==> config.mk <==
export PLATFORM = sky130hd
export DESIGN_NAME = cpu_fetch
export DESIGN_NICKNAME = d
export VERILOG_FILES = /design/src/rtl/cpu_fetch.sv
export SDC_FILE = /design/constraint.sdc
export NUM_CORES = 1
export LEC_CHECK = 0
export BUFFER_PORTS_ARGS = -buffer_cell sky130_fd_sc_hd__buf_2
export CORE_MARGIN = 2
export CORE_UTILIZATION = 53
export DETAILED_ROUTE_END_ITERATION = 10
export PLACE_DENSITY = 0.89
export SYNTH_ARGS = -nofsm -noshare
export SYNTH_HDL_FRONTEND = slang
export SYNTH_SLANG_ARGS = --single-unit
export TNS_END_PERCENT = 10
==> constraint.sdc <==
create_clock -name clk -period 2.95 [get_ports clk]
set_input_delay 0.295 -clock clk [delete_from_list [all_inputs] [get_ports clk]]
set_output_delay 0.295 -clock clk [all_outputs]
set_load 0.03 [all_outputs]
==> src/rtl/cpu_fetch.sv <==
// -----------------------------------------------------------------------------
// cpu_fetch
// Instruction fetch unit of the 6502 core. Reads the opcode and its operand
// bytes from synchronous program memory, hands the opcode to CPU_control via
// IR, uses the adr_mode that CPU_control returns to size the instruction, and
// presents the complete instruction to the execute sequencer over a
// valid/ready handshake. Branches and jumps restart fetch with redirect.
//
// Optional feature macro: FETCH_VECTOR_EN
//   defined   : reset reads the reset vector at FFFC/FFFD and starts there.
//   undefined : reset starts fetching directly at RESET_PC.
//
// Ports
//   clk          in   core clock, all logic on the rising edge
//   rst          in   synchronous active-high reset (beats redirect)
//   mem_adr      out  program memory address (0 when no read is issued)
//   mem_rd       out  read strobe, data returns on mem_data next cycle
//   mem_data     in   read data, valid the cycle after mem_rd
//   IR           out  opcode register, wired to CPU_control.IR
//   adr_mode     in   addressing mode decoded by CPU_control from IR
//   op_lo        out  first operand byte (0 if unused)
//   op_hi        out  second operand byte (0 if unused)
//   pc_next      out  address following the held instruction
//   ins_valid    out  instruction held and complete
//   ins_illegal  out  qualifies ins_valid: adr_mode is ADR_INVAL
//   ins_ready    in   execute accepts the held instruction
//   redirect     in   discard current fetch, restart at redirect_pc
//   redirect_pc  in   new PC
// -----------------------------------------------------------------------------
module cpu_fetch #(
    parameter logic [15:0] RESET_PC = 16'h0200
) (
    input  logic        clk,
    input  logic        rst,
    output logic [15:0] mem_adr,
    output logic        mem_rd,
    input  logic [7:0]  mem_data,
    output logic [7:0]  IR,
    input  logic [3:0]  adr_mode,
    output logic [7:0]  op_lo,
    output logic [7:0]  op_hi,
    output logic [15:0] pc_next,
    output logic        ins_valid,
    output logic        ins_illegal,
    input  logic        ins_ready,
    input  logic        redirect,
    input  logic [15:0] redirect_pc
);

    // Addressing mode encoding shared with CPU_control.
    localparam logic [3:0] ADR_IMPL  = 4'd0;
    localparam logic [3:0] ADR_IMM   = 4'd1;
    localparam logic [3:0] ADR_ZPG   = 4'd2;
    localparam logic [3:0] ADR_ZPG_I = 4'd3;
    localparam logic [3:0] ADR_X_IND = 4'd4;
    localparam logic [3:0] ADR_IND_Y = 4'd5;
    localparam logic [3:0] ADR_REL   = 4'd6;
    localparam logic [3:0] ADR_ABS   = 4'd7;
    localparam logic [3:0] ADR_ABS_I = 4'd8;
    localparam logic [3:0] ADR_IND   = 4'd9;
    localparam logic [3:0] ADR_INVAL = 4'd15;

    typedef enum logic [3:0] {
        S_OPC,
        S_OPW,
        S_DEC,
        S_OP1,
        S_OP2,
        S_HOLD,
        S_VLO,
        S_VHI,
        S_VCAP
    } state_t;

`ifdef FETCH_VECTOR_EN
    localparam state_t RESET_STATE = S_VLO;
`else
    localparam state_t RESET_STATE = S_OPC;
`endif

    state_t      state, state_n;
    logic [15:0] pc, pc_n;
    logic [7:0]  ir_n, lo_n, hi_n;
    logic        ill_q, ill_n;
    logic [1:0]  len_q, len_n;
    logic [1:0]  dec_len;
    logic        dec_ill;
    logic        rd;
    logic [15:0] adr;

    // Operand count for the current opcode. Codes CPU_control never produces
    // are treated like ADR_INVAL so they can never be executed silently.
    always_comb begin
        dec_len = 2'd0;
        dec_ill = 1'b0;
        case (adr_mode)
            ADR_IMPL:                        dec_len = 2'd0;
            ADR_IMM, ADR_ZPG, ADR_ZPG_I,
            ADR_X_IND, ADR_IND_Y, ADR_REL:   dec_len = 2'd1;
            ADR_ABS, ADR_ABS_I, ADR_IND:     dec_len = 2'd2;
            ADR_INVAL:                       dec_ill = 1'b1;
            default:                         dec_ill = 1'b1;
        endcase
    end

    // Next-state logic. Every read is issued at PC and post-increments it, so
    // in HOLD the PC already points past the instruction. The HOLD read on
    // ins_ready plays the role of OPC for the next instruction.
    always_comb begin
        state_n = state;
        pc_n    = pc;
        ir_n    = IR;
        lo_n    = op_lo;
        hi_n    = op_hi;
        ill_n   = ill_q;
        len_n   = len_q;
        rd      = 1'b0;
        adr     = 16'h0000;
        case (state)
            S_OPC: begin
                rd      = 1'b1;
                adr     = pc;
                pc_n    = pc + 16'd1;
                state_n = S_OPW;
            end
            S_OPW: begin
                ir_n    = mem_data;
                lo_n    = 8'h00;
                hi_n    = 8'h00;
                state_n = S_DEC;
            end
            S_DEC: begin
                len_n = dec_len;
                ill_n = dec_ill;
                if (dec_len != 2'd0) begin
                    rd      = 1'b1;
                    adr     = pc;
                    pc_n    = pc + 16'd1;
                    state_n = S_OP1;
                end else begin
                    state_n = S_HOLD;
                end
            end
            S_OP1: begin
                lo_n = mem_data;
                if (len_q == 2'd2) begin
                    rd      = 1'b1;
                    adr     = pc;
                    pc_n    = pc + 16'd1;
                    state_n = S_OP2;
                end else begin
                    state_n = S_HOLD;
                end
            end
            S_OP2: begin
                hi_n    = mem_data;
                state_n = S_HOLD;
            end
            S_HOLD: begin
                if (ins_ready) begin
                    rd      = 1'b1;
                    adr     = pc;
                    pc_n    = pc + 16'd1;
                    state_n = S_OPW;
                end
            end
`ifdef FETCH_VECTOR_EN
            S_VLO: begin
                rd      = 1'b1;
                adr     = 16'hFFFC;
                state_n = S_VHI;
            end
            S_VHI: begin
                pc_n[7:0] = mem_data;
                rd        = 1'b1;
                adr       = 16'hFFFD;
                state_n   = S_VCAP;
            end
            S_VCAP: begin
                pc_n[15:8] = mem_data;
                state_n    = S_OPC;
            end
`endif
            default: state_n = S_OPC;
        endcase

        // Redirect overrides everything: no read is issued, in-flight data is
        // dropped and the held instruction registers are left untouched.
        if (redirect) begin
            state_n = S_OPC;
            pc_n    = redirect_pc;
            ir_n    = IR;
            lo_n    = op_lo;
            hi_n    = op_hi;
            ill_n   = ill_q;
            len_n   = len_q;
            rd      = 1'b0;
            adr     = 16'h0000;
        end
    end

    // State and instruction registers.
    always_ff @(posedge clk) begin
        if (rst) begin
            state <= RESET_STATE;
            pc    <= RESET_PC;
            IR    <= 8'h00;
            op_lo <= 8'h00;
            op_hi <= 8'h00;
            ill_q <= 1'b0;
            len_q <= 2'd0;
        end else begin
            state <= state_n;
            pc    <= pc_n;
            IR    <= ir_n;
            op_lo <= lo_n;
            op_hi <= hi_n;
            ill_q <= ill_n;
            len_q <= len_n;
        end
    end

    // The entry state issues a read combinationally, so the memory port is
    // masked while reset is held to keep it idle until reset is released.
    assign mem_rd      = rd & ~rst;
    assign mem_adr     = rst ? 16'h0000 : adr;
    assign ins_valid   = (state == S_HOLD);
    assign ins_illegal = (state == S_HOLD) & ill_q;
    assign pc_next     = pc;

endmodule
## After elaboration in Yosys (flattened, before gate mapping)

Index checks and enable logic that the tools add are counted.

- Output and inout bits: 59
- Register bits after elaboration: 47
- Memories kept: 0
- RAM bits: 0
- Latch bits: 0
- Bits of input ports: 32
- ROM bits: 0
- Word-level logic and storage cells: 70

- Multiplexer cells: 24
- Bitwise gates (word level): 4
- Equality and inequality tests: 19
- Shift operators: 0
- Reduce and logical (&&, ||, !) cells: 15
- Multiply operators: 0
- Divide/modulo/power cells: 0
- $lt $le $gt $ge: 0
- $add $sub $neg: 1

Operators by type and width:

| kind | count |
|---|---|
| two-way mux 16 bit | 9 |
| one-hot mux 16 bit (4 select lines) | 2 |
| one-hot mux 8 bit (2 select lines) | 2 |
| equality test 4 x 3 -> 1 bit, second input constant | 6 |
| one-hot mux 4 bit (6 select lines) | 1 |
| adder 16 x 1 -> 16 bit, second input constant | 1 |
| equality test 4 x 2 -> 1 bit, second input constant | 4 |
| OR reduction 10 bit | 1 |
| equality test 4 x 1 -> 1 bit, second input constant | 2 |
| equality test 4 bit, second input constant | 2 |
| logical NOT 4 bit | 2 |
| AND reduction 2 bit | 4 |
| two-way mux 1 bit | 6 |
| != test 3 bit, second input constant | 2 |
| nonzero test 2 bit | 3 |
| OR reduction 6 bit | 1 |
| nonzero test 5 bit | 1 |
| two-way mux 4 bit | 1 |
| one-hot mux 1 bit (4 select lines) | 1 |
| one-hot mux 2 bit (2 select lines) | 1 |
| AND reduction 4 bit | 1 |
| two-way mux 3 bit | 1 |
| != test 3 x 1 -> 1 bit, second input constant | 1 |
| OR reduction 3 bit | 1 |
| 5 further kinds | 7 |

## Depth between registers and ports, before layout

- Depth after elaboration: 8
- Mapped depth: 7
- Gate-level depth less buffers: 5

## Worst setup path before layout

No wires, ideal clock.

- Path type: input -> output
- From: input redirect
- To: output mem_adr[10]
- Arrival: 1.831 ns
- Setup slack: 0.824 ns
- Required time: 2.655 ns
- Cell stages on the path: 6
- Cells stage by stage: buf_2 > or2_0 > clkbuf_1 > nor3_1 > buf_2 > and2_1

- Word-level cells in the longest chain between the ends: 2

RTL lines:

| element | RTL line | text |
|---|---|---|
| start: declaration | 46 | `input logic redirect,` |
| two-way mux 16 bit | 189 | `if (redirect) begin` |
| two-way mux 16 bit | 226 | `assign mem_adr = rst ? 16'h0000 : adr;` |
| end: declaration | 35 | `output logic [15:0] mem_adr,` |

Every way passes these cells.

## Worst setup path after layout

- From: register state[1]
- To: output mem_adr[13]

- Word-level cells in the longest chain between the ends: 4
- Elaborated cells between the ends (all ways): 7

RTL lines:

| element | RTL line | text |
|---|---|---|
| start: declaration | 81 | `state_t state, state_n;` |
| start signal: assignment | 213 | `state <= state_n;` |
| equality test 4 x 3 -> 1 bit, or another cell as far along | 119 | `case (state)` |
| one-hot mux 16 bit (4 select lines) (*) | 119 |  |
| two-way mux 16 bit (*) | 189 |  |
| two-way mux 16 bit (*) | 226 |  |

Every way passes the cells marked *; elsewhere a longest branch is shown, timed or not.

==> flow_metrics.py <==
metrics = {
    "critical_path": {
        "start_kind": "flip-flop",
        "crit_fanout": 23,
        "cp.arrival_ns": 2.42,
        "crit_path_end_kind": "primary output",
        "setup.worst_path.class": "flip-flop to primary output",
        "worstPathRequired_ns": 2.65,
    },
    "power_and_ir_drop": {
        "p_int_mw": 0.892,
        "clkPwrFrac_pct": 29.5,
        "switching_share_pct": 30.9,
        "power_frac_seq_pct": 52.2,
        "power_density_mw_per_mm2": 430,
        "peakVddDrop_mv": 0.301,
        "pwr-share-comb_pct": 18.3,
        "power.switching_mw": 0.399,
        "power_leakage_nw": 1.27,
    },
    "floorplan": {
        "io_pins": 91,
        "initial_core_util_pct": 55.9,
        "die_area_sq_mm": 0.00525,
        "fp.dieW_microns": 72.5,
        "rows": 24,
        "coreArea_sq_mm": 0.00444,
        "die_h_microns": 72.5,
    },
    "detailed_routing": {
        "routedWlPerCell_microns": 15.2,
        "wirelength_microns": 6520,
        "avgViaCountPerCell": 5.95,
        "postRouteAntennaNets": 0,
        "dr.first_iter.drc_count": 212,
        "vias": 2546,
        "drc": 0,
        "firstDrtPassIters": 4,
    },
    "layout": {
        "final_nets": 408,
        "n_antenna_cell": 0,
        "multi_input_area_sq_mm": 0.00142,
        "seqCellArea_sq_um": 921,
        "n_fill_cell": 386,
        "area_growth_pct": 20.8,
        "utilization_pct": 67.6,
        "layout-drive-gt1-share_pct": 31.6,
    },
    "synth": {
        "synthArstFlopShare_pct": 0,
        "synthSimpleGateAreaFrac_pct": 31.5,
        "synth_top_family_by_area": "simple AND/OR/NAND/NOR gates",
        "yosys.area.top_type": "dfxtp_1",
        "synth_edf_count": 0,
        "yosysTopAreaCellShare_pct": 37.0,
        "yosys_most_used_dff": "dfxtp_1",
        "synth.ff_latch_count": 46,
        "synth.mux.area_fraction_pct": 0,
        "synth_warnings": 0,
        "synth_common_cells": "dfxtp_1, nand2_1, nor2_1",
        "synth_compound_area_share_pct": 24.9,
        "synth.most_common_cell": "dfxtp_1",
        "syn_inst": 296,
        "synth_xor_area_share_pct": 0.352,
        "ys_seq_area_share_pct": 37.0,
        "synthTopCellsByArea": "dfxtp_1, nand2_1, and2_1",
        "ys_types": 56,
        "synth.avg_cell_area_sq_um": 8.40,
        "synth_area_sq_mm": 0.00249,
        "synthAdderAreaFrac_pct": 0.503,
        "syn_nets": 329,
    },
    "timing": {
        "fin_tns_setup_ns": 0,
        "finalHoldViolations": 0,
        "min_period_over_period_pct": 91.9,
        "worst_slew_pin_slew_ns": 0.675,
        "min_period_ns": 2.71,
        "rsz0062_at_grt": "no",
        "maxSlewHeadroom_pct": 55.0,
        "slew_viol_final": 0,
        "timing.hold.ws_ns": 0.237,
        "skew_ns": 0.00812,
        "setup_viol_count_final": 0,
        "max_freq_mhz": 369,
    },
    "global_route": {
        "grt_max_degree": 39,
        "grt_pass1_vias": 2285,
        "antenna_found_initial": 0,
        "grt_pass1_wl_microns": 10500,
        "track_usage_pct": 25.1,
        "grt_overflow_total": 0,
    },
    "clock_tree": {
        "h-tree-depth": 2,
        "cts_num_sinks": 46,
        "clk_latency_ns": 0.30,
        "clock_path_buffers": 2,
        "cts_tree": "done",
        "postCtsHoldBufs": 0,
        "ctsRootBufferMaster": "clkbuf_8",
        "clkTransAtPathRegs_ns": 0.09,
        "post-cts-setup-buffers": 0,
        "cts_resized": 0,
        "cts_buffers": 5,
    },
    "place": {
        "io_buffers": 90,
        "dpl.hpwl_microns": 4670,
        "gp_congestion": 0.799,
    },
    "outcome": {
        "outcome": "completed",
    },
    "flow_run": {
        "maxCapViolCount": 0,
    },
    "min_path": {
        "holdCritPathClass": "input port to flip-flop",
    },
}
==> metal layers <==
layer,GRT usage (%),wire length [microns],share of wire [%]
met1,31.4,2660,41
met2,42.6,3380,52
met3,5.83,422,6.5
met4,8.23,65,1.0
met5,0,0,0
==> flip-flops by register name (all words and copies together) (netlist names) <==
| name | cells |
|---|---|
| ill_q | 1 |
| op_hi | 8 |
| len_q | 2 |
| pc_next | 16 |
| op_lo | 8 |
| state | 3 |
| IR | 8 |
==> logic make-up (layout without fill, tap and decap cells) <==
family | Yosys count | in the layout
compound gates | 73 | 73
xor+xnor | 1 | 1
fa+ha+maj | 1 | 1
buf+inv | 29 | 109
flops | 46 | 46
simple gates | 146 | 146
==> power groups by stage <==
stage	registers, mW	logic (mW)	clock network, mW
after floorplan	0.715	0.129	0
after global placement	0.686	0.228	0
after detailed placement	0.688	0.234	0
after CTS	0.673	0.236	0.385
after global routing	0.680	0.255	0.410
final	0.674	0.237	0.380
==> cell type report <==
cell class | count | area share (%)
tap | 52 | 2.17
multi-input combinational | 221 | 47.4
clock inverter | 2 | 0.458
sequential | 46 | 30.7
timing repair buffer | 94 | 16.0
inverter | 7 | 0.875
clock buffer | 6 | 2.42
==> per-stage QoR <==
| stage | area, sq um | std cells | total power [mW] | setup WS, ns |
|---|---|---|---|---|
| after global routing | 3000 | 428 | 1.34 | 0.0914 |
| after detailed placement | 2920 | 420 | 0.922 | 0.670 |
| final | 3000 | 428 | 1.29 | 0.239 |
| after global placement | 2920 | 420 | 0.915 | 0.766 |
| after CTS | 3000 | 428 | 1.29 | 0.264 |
| after floorplan | 2490 | 296 | 0.844 | 0.824 |
==> path summary, 6_finish.rpt <==
path,start,endpoint,slack (ns),cells past startpoint
worst max-delay path,state[1],mem_adr[13],0.24,6
worst min-delay path,mem_data[4],op_hi[4],0.24,2
worst max register to register,state[1],pc_next[5],0.77,4
worst min register to register,op_lo[0],op_lo[0],0.46,2
==> cell usage in the layout (no fill, tap or decap), types with 2 or more instances in the layout <==
cell type,n
a211oi_1,3
nor3b_2,2
dfxtp_1,46
nand3_1,17
a31oi_1,2
o21ai_1,2
nand4_1,4
and3_1,3
and2_1,18
nor4_1,3
or4_1,2
buf_4,4
buf_2,90
a22o_1,8
nand2b_1,4
a2111oi_2,4
or3_1,3
inv_1,6
nor2b_1,9
nand2_1,35
o21bai_1,2
a21oi_1,21
and4_1,2
o31ai_1,5
a311oi_1,9
nor3_1,7
nor2_1,26
clkbuf_8,5
o41a_1,5
==> critical path, stage by stage, from the launching register on <==
cell      delay, ns
dfxtp_1        0.66
nand2b_1       0.17
o221a_2        0.43
nor3_1         0.28
buf_4          0.24
and2_1         0.14
buf_2          0.19
(Power assumes the default switching activity.)
